File: config.mk
export PLATFORM = sky130hd
export DESIGN_NAME = mux_nw_reg
export DESIGN_NICKNAME = d
export VERILOG_FILES = /design/src/rtl/mux_nw_reg.sv
export SDC_FILE = /design/constraint.sdc
export NUM_CORES = 1
export LEC_CHECK = 0
export CAP_MARGIN = 10
export CORE_MARGIN = 3
export CORE_UTILIZATION = 37
export CTS_CLUSTER_SIZE = 8
export DETAILED_ROUTE_END_ITERATION = 6
export PLACE_DENSITY = 0.76
export SYNTH_ARGS = -nofsm -noshare
export SYNTH_HDL_FRONTEND = slang
export SYNTH_SLANG_ARGS = --single-unit
File: constraint.sdc
create_clock -name clk -period 1.84 [get_ports clk]
set_clock_uncertainty 0.2 [all_clocks]
set_input_delay 0.184 -clock clk [delete_from_list [all_inputs] [get_ports clk]]
set_output_delay 0.184 -clock clk [all_outputs]
set_load 0.01 [all_outputs]
File: src/rtl/mux_nw_reg.sv
// mux_nw_reg: N-channel, W-bit registered multiplexer with a valid/ready handshake.
// One output word is buffered. The channel is chosen either by an explicit select
// (MODE=0) or by a round-robin search over the valid channels (MODE=1).
// A saturating counter tracks how many input words have been accepted.
module mux_nw_reg #(
  parameter int N     = 4,
  parameter int W     = 8,
  parameter int MODE  = 0,
  parameter int CNT_W = 16,
  localparam int SEL_W = (N > 1) ? $clog2(N) : 1
) (
  input  logic               clk,
  input  logic               rst_n,
  input  logic [N-1:0]       in_valid,
  output logic [N-1:0]       in_ready,
  input  logic [N*W-1:0]     in_data,
  input  logic [SEL_W-1:0]   sel,
  output logic               out_valid,
  input  logic               out_ready,
  output logic [W-1:0]       out_data,
  output logic [SEL_W-1:0]   out_chan,
  output logic               sel_err,
  input  logic               clr_cnt,
  output logic [CNT_W-1:0]   xfer_cnt
);

  // State registers and their next-state values
  logic               out_valid_q, out_valid_d;
  logic [W-1:0]       out_data_q,  out_data_d;
  logic [SEL_W-1:0]   out_chan_q,  out_chan_d;
  logic               sel_err_q,   sel_err_d;
  logic [CNT_W-1:0]   cnt_q,       cnt_d;
  logic [SEL_W-1:0]   rr_ptr_q,    rr_ptr_d;

  // Combinational arbitration results
  logic               load_en;
  logic               grant_valid;
  logic [SEL_W-1:0]   grant_idx;
  logic [W-1:0]       grant_data;
  logic               xfer;

  // The output register may accept a new word when it is empty or being drained.
  assign load_en = !out_valid_q || out_ready;
  assign xfer    = load_en && grant_valid;

  // Pick the granted channel: explicit select, or first valid channel from rr_ptr onwards.
  always_comb begin
    grant_valid = 1'b0;
    grant_idx   = '0;
    if (MODE == 0) begin
      for (int i = 0; i < N; i++) begin
        if (sel == SEL_W'(i) && in_valid[i]) begin
          grant_valid = 1'b1;
          grant_idx   = SEL_W'(i);
        end
      end
    end else begin
      // Walk the search order backwards so the earliest hit overrides later ones.
      for (int k = N - 1; k >= 0; k--) begin
        int j;
        j = 32'(rr_ptr_q) + k;
        if (j >= N) j = j - N;
        for (int i = 0; i < N; i++) begin
          if (i == j && in_valid[i]) begin
            grant_valid = 1'b1;
            grant_idx   = SEL_W'(i);
          end
        end
      end
    end
  end

  // Route the granted channel's data towards the output register.
  always_comb begin
    grant_data = '0;
    for (int i = 0; i < N; i++) begin
      if (grant_idx == SEL_W'(i)) grant_data = in_data[i*W +: W];
    end
  end

  // One ready bit per channel; only the granted channel sees ready, and only when loading.
  generate
    for (genvar gi = 0; gi < N; gi++) begin : g_ready
      assign in_ready[gi] = load_en && grant_valid && (grant_idx == SEL_W'(gi));
    end
  endgenerate

  // Next-state logic for the output buffer, round-robin pointer, error pulse and counter.
  always_comb begin
    out_valid_d = out_valid_q;
    out_data_d  = out_data_q;
    out_chan_d  = out_chan_q;
    rr_ptr_d    = rr_ptr_q;
    cnt_d       = cnt_q;
    sel_err_d   = (MODE == 0) && load_en && (32'(sel) >= N);

    if (load_en) begin
      if (grant_valid) begin
        out_valid_d = 1'b1;
        out_data_d  = grant_data;
        out_chan_d  = grant_idx;
        rr_ptr_d    = (grant_idx == SEL_W'(N - 1)) ? '0 : grant_idx + SEL_W'(1);
      end else begin
        // Nothing to load: the buffer empties but keeps its last word and channel.
        out_valid_d = 1'b0;
      end
    end

    // Clearing wins over counting; the counter sticks at all-ones.
    if (clr_cnt) begin
      cnt_d = '0;
    end else if (xfer && (cnt_q != {CNT_W{1'b1}})) begin
      cnt_d = cnt_q + CNT_W'(1);
    end
  end

  // State register with immediate reset that discards any buffered word.
  always_ff @(posedge clk or negedge rst_n) begin
    if (!rst_n) begin
      out_valid_q <= 1'b0;
      out_data_q  <= '0;
      out_chan_q  <= '0;
      sel_err_q   <= 1'b0;
      cnt_q       <= '0;
      rr_ptr_q    <= '0;
    end else begin
      out_valid_q <= out_valid_d;
      out_data_q  <= out_data_d;
      out_chan_q  <= out_chan_d;
      sel_err_q   <= sel_err_d;
      cnt_q       <= cnt_d;
      rr_ptr_q    <= rr_ptr_d;
    end
  end

  assign out_valid = out_valid_q;
  assign out_data  = out_data_q;
  assign out_chan  = out_chan_q;
  assign sel_err   = sel_err_q;
  assign xfer_cnt  = cnt_q;

endmodule

==> metrics, run 1 <==
setup slack after layout -0.1320 ns; hold path depth 2; worst hold path endpoint out_valid$_DFFE_PN0P_; Fmax achieved 507.1 MHz; power per unit of standard cell area 535.2 nW/µm²; cell at the slowest stage of the critical path sky130_fd_sc_hd__dfrtp_1; power consumption 1.578 mW; CTS clock-pin slew for the worst setup and hold paths 0.10 ns; commonest non-fill, non-tap cell in the layout sky130_fd_sc_hd__clkdlybuf4s50_1; failing checks hold timing, setup timing; post-detailed-route via-to-cell ratio 5.389; delay of the slowest critical-path stage 0.39 ns; total CTS buffers 3; Placeable Area 4058 µm²; ratio of final minimum period to clock period 107.2%; final layout net count 341; Avg Cell Area, Syn 8.920 µm²; insertion delay to the later sink of the worst-skew pair 0.28 ns; cells traversed along the worst timing path nor2b_4 -> or3_4 -> buf_6 -> a21oi_4 -> and4b_1 -> mux2_4; logic gate share of total power 34.7%; r2r endpoint xfer_cnt[12]$_DFFE_PN0P_; signed area change from the synthesized netlist to the final layout 85.66%; remaining global-route overflow 0; sequential share of the synthesized area 42.55%; Initial DRT Pass Iterations 4; syn nets 221; Max rail drop VDD 0.3275 mV; final number of max-transition violations 0; highest fanout seen on the critical path 4; share of layout cells above drive strength 1 32.32%; status finished, violations left; type of element launching the critical path flip-flop; final hold violations 1; number of port buffers 72; type of the most critical hold path primary input to flip-flop; required time at the endpoint of the critical path 1.81 ns; commonest cells after routing, fill and taps aside sky130_fd_sc_hd__clkdlybuf4s50_1, sky130_fd_sc_hd__buf_4, sky130_fd_sc_hd__dfrtp_1; antenna diode count 0; part of the total power dissipated in sequential elements 43.2%; count of mapped cells out of synthesis 178; Via Count 1870; final estimated routing congestion in global placement 0.8751; Total Routing Usage GR 20.29%; antenna violations before repair 0; critical path capture point type flip-flop; vertical extent of the die 71.51 µm; pin count of the biggest net entering global routing 28; wire length of the first global-routing pass 8390 µm; count of warnings emitted by yosys 0; Sink Count 27; Netlist Area Pre-Place 1588 µm²; root buffer selected by CTS sky130_fd_sc_hd__clkbuf_8; Non-Filler Instances 347; Chip Width 71.51 µm; portion of total power attributed to the clock network 22.1%; fraction of power spent switching nets 28.86%; CTS tree built; violation count after the first detailed-routing iteration 102; endpoints failing setup 11; Register-to-Register Setup Slack -0.13 ns; ranking of synthesized cells by area sky130_fd_sc_hd__dfrtp_1, sky130_fd_sc_hd__a21oi_1, sky130_fd_sc_hd__mux2i_1; count of antenna-violating nets left after detailed routing 0; worst hold slack -0.005186 ns; CP Class flip-flop to flip-flop; unrepaired setup endpoints after global routing yes; max-cap viol count 0; Routed WL per cell 15.82 µm; post-layout minimum cycle time 1.972 ns; vias in the first global route 1811; start point of the worst min-delay path sel[1]; detailed placement HPWL 3880 µm; number of H-tree branching levels 1; Worst Reg-to-Reg Cells 6; final wirelength 5488 µm; cell internal pwr 1.122 mW; standard-cell rows 23; full die area 5113 µm²; number of distinct library cells after synthesis 36; source of the worst register-to-register timing path out_valid$_DFFE_PN0P_; Longest Clk Path Bufs 2; top-level I/O count 74; library cell occupying the most area in the post-synthesis netlist sky130_fd_sc_hd__dfrtp_1; DRC viols 0; net switching component of the power 0.4554 mW; initial cell density of the core 39.13%; data arrival time of the critical path 1.94 ns; post-synth top area share 42.55%; Leakage Power 1.248 nW; Filler Cell Count 318; Seq cells post-synth 27; Post-Place Cells 333
## stage by stage
stage               util (%)  setup WS, ns  area, µm²  TNS, ns  hold WS [ns]
global route           72.65       -0.1948       2948   -1.926      0.009409
floorplan                  -       -0.1427       1609  -0.1562       -0.3116
detailed placement     66.14       -0.5151       2684   -11.65        0.2923
CTS                    69.26       -0.1273       2810  -0.5937       0.08351
global placement       66.14       -0.4747       2684   -10.83        0.3004
finish                 72.65       -0.1320       2948  -0.8008     -0.005186
## area by class of cell
type | count | area [µm²] | share of cell area (%)
flip-flops and latches | 27 | 676.9 | 22.96
inverters | 2 | 7.507 | 0.2547
clock buffers | 3 | 41.29 | 1.401
multi-input cells | 140 | 1027 | 34.85
repair buffers | 124 | 1127 | 38.24
clock inverters | 1 | 5.005 | 0.1698
well taps | 50 | 62.56 | 2.122
## logic make-up (layout without fill, tap and decap cells)
family / after synthesis / count (layout) / share of synthesized area [%]
other cells: 1 / 1 / 0.2362
buf+inv: 11 / 130 / 3.468
simple gates: 67 / 67 / 23.01
fa+ha+maj: 1 / 1 / 0.7879
xor+xnor: 1 / 1 / 0.5517
compound gates: 57 / 57 / 20.72
mux: 13 / 13 / 8.668
flops: 27 / 27 / 42.55
## cells in the mapped netlist
cell and n:
sky130_fd_sc_hd__a21o_1 2, sky130_fd_sc_hd__buf_1 2, sky130_fd_sc_hd__or3_1 8, sky130_fd_sc_hd__nand3_1 9, sky130_fd_sc_hd__and3_1 4, sky130_fd_sc_hd__and4_1 3
sky130_fd_sc_hd__dfrtp_1 27, sky130_fd_sc_hd__and3b_1 1, sky130_fd_sc_hd__o22ai_1 1, sky130_fd_sc_hd__xor2_1 1, sky130_fd_sc_hd__mux2i_1 7, sky130_fd_sc_hd__and4b_1 1
sky130_fd_sc_hd__buf_4 1, sky130_fd_sc_hd__or4_1 3, sky130_fd_sc_hd__conb_1 1, sky130_fd_sc_hd__nor2_1 15, sky130_fd_sc_hd__clkbuf_1 3, sky130_fd_sc_hd__nand2b_1 1
sky130_fd_sc_hd__a21oi_1 31, sky130_fd_sc_hd__a211oi_1 2, sky130_fd_sc_hd__inv_1 2, sky130_fd_sc_hd__nand2_1 10, sky130_fd_sc_hd__nand3b_1 3, sky130_fd_sc_hd__o211ai_1 1
sky130_fd_sc_hd__o21ai_0 11, sky130_fd_sc_hd__a31oi_1 2, sky130_fd_sc_hd__mux2_2 6, sky130_fd_sc_hd__buf_2 2, sky130_fd_sc_hd__a222oi_1 4, sky130_fd_sc_hd__and2_1 2
sky130_fd_sc_hd__nand4_1 4, sky130_fd_sc_hd__ha_1 1, sky130_fd_sc_hd__buf_6 1, sky130_fd_sc_hd__o31ai_1 3, sky130_fd_sc_hd__nor2b_1 2, sky130_fd_sc_hd__nor3_1 1
## worst max path at each step
stage          slack (ns)             startpoint                        to  cells past startpoint
2_1_floorplan       -0.14  out_valid$_DFFE_PN0P_  xfer_cnt[12]$_DFFE_PN0P_                      6
3_3_place_gp        -0.47                 sel[0]  xfer_cnt[12]$_DFFE_PN0P_                      7
3_5_place_dp        -0.52            in_valid[1]   xfer_cnt[8]$_DFFE_PN0P_                      8
4_1_cts             -0.13  out_valid$_DFFE_PN0P_  xfer_cnt[12]$_DFFE_PN0P_                      6
5_1_grt             -0.19  out_valid$_DFFE_PN0P_  xfer_cnt[12]$_DFFE_PN0P_                      6
6_report            -0.13  out_valid$_DFFE_PN0P_  xfer_cnt[12]$_DFFE_PN0P_                      6
## worst max-delay path: cells and delay by family (launching register included)
kind,cells,cell delay [ns]
AOI/OAI and AO/OA,1,0.14
and+or+nand+nor,3,0.70
buffers and inverters,1,0.14
muxes,1,0.30
DFF,1,0.39
## power by group through the flow
stage | logic [mW] | clock network, mW | registers [mW]
6_report | 0.548 | 0.349 | 0.682
5_1_grt | 0.590 | 0.375 | 0.691
4_1_cts | 0.525 | 0.349 | 0.682
3_5_place_dp | 0.501 | 0 | 0.694
3_3_place_gp | 0.495 | 0 | 0.692
2_1_floorplan | 0.152 | 0 | 0.725
## flip-flops by register name, indices dropped and copies added (netlist names)
register and count:
xfer_cnt 16, out_chan 2, out_data 8, out_valid 1
## layer usage
| metal | global-route usage [%] | share of wire, % | vias up |
|---|---|---|---|
| li1 | - | - | 910 |
| met1 | 26.79 | 44 | 887 |
| met2 | 34.80 | 49 | 64 |
| met3 | 3.506 | 5.9 | 9 |
| met4 | 4.593 | 1.5 | 0 |
| met5 | 0 | 0 | - |
## timing repair
action | 4_1_cts | 5_1_grt
pin swaps | 3 | 7
buffers inserted | 3 | 6
hold buffers | 0 | 0
gates resized for setup | 30 | 26
gates cloned | 1 | 0
setup endpoints to repair | 29 | 26
Note: power is estimated with default switching activity, not from simulation.
==> run 2: changes to the inputs <==
- CORE_MARGIN: 3 -> not set
==> run 2 against run 1 <==
Compared with the run above:
- the run ends with setup timing left
- fmax decreased by 4.6%
- clock power decreased by 3%
- worst setup slack got worse by 0.095 ns
- hold slack better by 0.085 ns
- sequential share of layout area down 0.23 points
- non-clock buffer count fell by 1
- power decreased by 0.33%
- sequential cell count unchanged
- die area shrank 11%
- register-to-register slack got worse by 0.095 ns
- largest cell class unchanged
- largest power group unchanged
==> metrics, run 2 (synthesis results as in run 1) <==
status finished, violations left; failing checks setup timing; Chip Width 67.51 µm; CP Class flip-flop to flip-flop; post-detailed-route via-to-cell ratio 5.442; number of port buffers 72; share of layout cells above drive strength 1 30.41%; type of the most critical hold path primary input to async pin; remaining global-route overflow 0; data arrival time of the critical path 2.03 ns; setup tns final -1.524 ns; initial cell density of the core 39.13%; CTS tree built; endpoints failing setup 16; DRC viols 0; commonest non-fill, non-tap cell in the layout sky130_fd_sc_hd__clkdlybuf4s50_1; power per unit of standard cell area 529.2 nW/µm²; post-layout minimum cycle time 2.067 ns; final hold violations 0; wire length of the first global-routing pass 7810 µm; Longest Clk Path Bufs 2; pre-CTS setup slack -0.5639 ns; Sink Count 27; antenna violations before repair 0; total CTS buffers 3; number of H-tree branching levels 1; unrepaired setup endpoints after global routing yes; Via Count 1883; root buffer selected by CTS sky130_fd_sc_hd__clkbuf_8; signed area change from the synthesized netlist to the final layout 87.16%; Placeable Area 4058 µm²; full die area 4557 µm²; highest fanout seen on the critical path 5; count of antenna-violating nets left after detailed routing 0; final estimated routing congestion in global placement 0.9010; final number of max-transition violations 0; final layout net count 340; Area after DPL 2696 µm²; ratio of final minimum period to clock period 112.4%; Fmax achieved 483.7 MHz; setup slack after layout -0.2273 ns; required time at the endpoint of the critical path 1.80 ns; antenna diode count 0; top-level I/O count 74; critical path capture point type flip-flop; Util after Layout 73.23%; final wirelength 5529 µm; Leakage Power 1.303 nW; Initial DRT Pass Iterations 5; Filler Cell Count 302; max-cap viol count 0; pin count of the biggest net entering global routing 28; commonest cells after routing, fill and taps aside sky130_fd_sc_hd__clkdlybuf4s50_1, sky130_fd_sc_hd__buf_4, sky130_fd_sc_hd__dfrtp_1; max reg flops 16; Total Routing Usage GR 22.79%; type of element launching the critical path flip-flop; vertical extent of the die 67.51 µm; violation count after the first detailed-routing iteration 52; worst hold slack 0.07936 ns; Routed WL per cell 15.98 µm; Max rail drop VDD 0.3212 mV; design area 2972 µm²; vias in the first global route 1701; CTS clock-pin slew for the worst setup and hold paths 0.09 ns; standard-cell rows 23; detailed placement HPWL 3707 µm; insertion delay to the later sink of the worst-skew pair 0.27 ns
-- run 2: cell types whose count changed in the layout (fill, tap and decap cells not counted), moves of 2 or more --
cell / delta
sky130_fd_sc_hd__nand3_2: -2
sky130_fd_sc_hd__dlymetal6s2s_1: +4
sky130_fd_sc_hd__buf_4: -2
sky130_fd_sc_hd__a21oi_1: +3
sky130_fd_sc_hd__nand3_1: +2
sky130_fd_sc_hd__clkdlybuf4s50_1: -2
sky130_fd_sc_hd__a21oi_2: -2
sky130_fd_sc_hd__buf_2: -2
-- run 2: final timing paths --
path / endpoint / slack [ns] / cells after the start / from
setup / recovery: xfer_cnt[12]$_DFFE_PN0P_ / -0.23 / 6 / out_valid$_DFFE_PN0P_
hold / removal: xfer_cnt[11]$_DFFE_PN0P_ / 0.08 / 2 / rst_n
setup reg to reg: xfer_cnt[12]$_DFFE_PN0P_ / -0.23 / 6 / out_valid$_DFFE_PN0P_
hold reg to reg: out_chan[1]$_DFFE_PN0N_ / 0.33 / 2 / out_chan[1]$_DFFE_PN0N_
max in group asynchronous: out_data[0]$_DFFE_PN0N_ / 1.09 / 2 / rst_n
min in group clk: out_valid$_DFFE_PN0P_ / 0.15 / 3 / sel[1]
-- run 2: area by class of cell --
type                    count  area, µm²  area share (%)
repair buffers            123       1174           39.49
multi-input cells         140       1006           33.85
flip-flops and latches     27      675.6           22.74
well taps                  50      62.56           2.105
clock buffers               3      41.29           1.389
inverters                   2      7.507          0.2526
clock inverters             1      5.005          0.1684
-- run 2: power by group --
| group | internal [mW] | switching (mW) | total (mW) |
|---|---|---|---|
| clock | 0.152 | 0.186 | 0.338 |
| combinational | 0.328 | 0.223 | 0.551 |
| sequential | 0.651 | 0.0325 | 0.683 |
-- run 2: layer usage --
layer / vias to the layer above / track usage (%) / routed length [µm]
met5: - / 0 / 0
met4: 0 / 4.787 / 88
met3: 9 / 2.872 / 377
met2: 68 / 40.35 / 2789
met1: 899 / 29.31 / 2274
li1: 907 / - / -
-- run 2: worst max-delay path: stages, from the launching register on --
cell	delay, ns
sky130_fd_sc_hd__dfrtp_1	0.39
sky130_fd_sc_hd__nor2b_4	0.13
sky130_fd_sc_hd__or3_4	0.40
sky130_fd_sc_hd__buf_6	0.15
sky130_fd_sc_hd__a21oi_4	0.14
sky130_fd_sc_hd__and4b_1	0.25
sky130_fd_sc_hd__mux2_4	0.31
-- run 2: per-stage QoR --
step,instances,power [mW]
6_report,346,1.573
5_1_grt,346,1.656
4_1_cts,341,1.548
3_5_place_dp,333,1.198
3_3_place_gp,333,1.186
2_1_floorplan,178,0.8770
-- run 2: repair_timing --
item,4_1_cts,5_1_grt
resized for setup,19,28
hold buffers,0,0
hold endpoints to repair,0,0
setup buffers,4,4
gates cloned,0,1
pin swaps,12,9
endpoints found under the setup margin,29,28
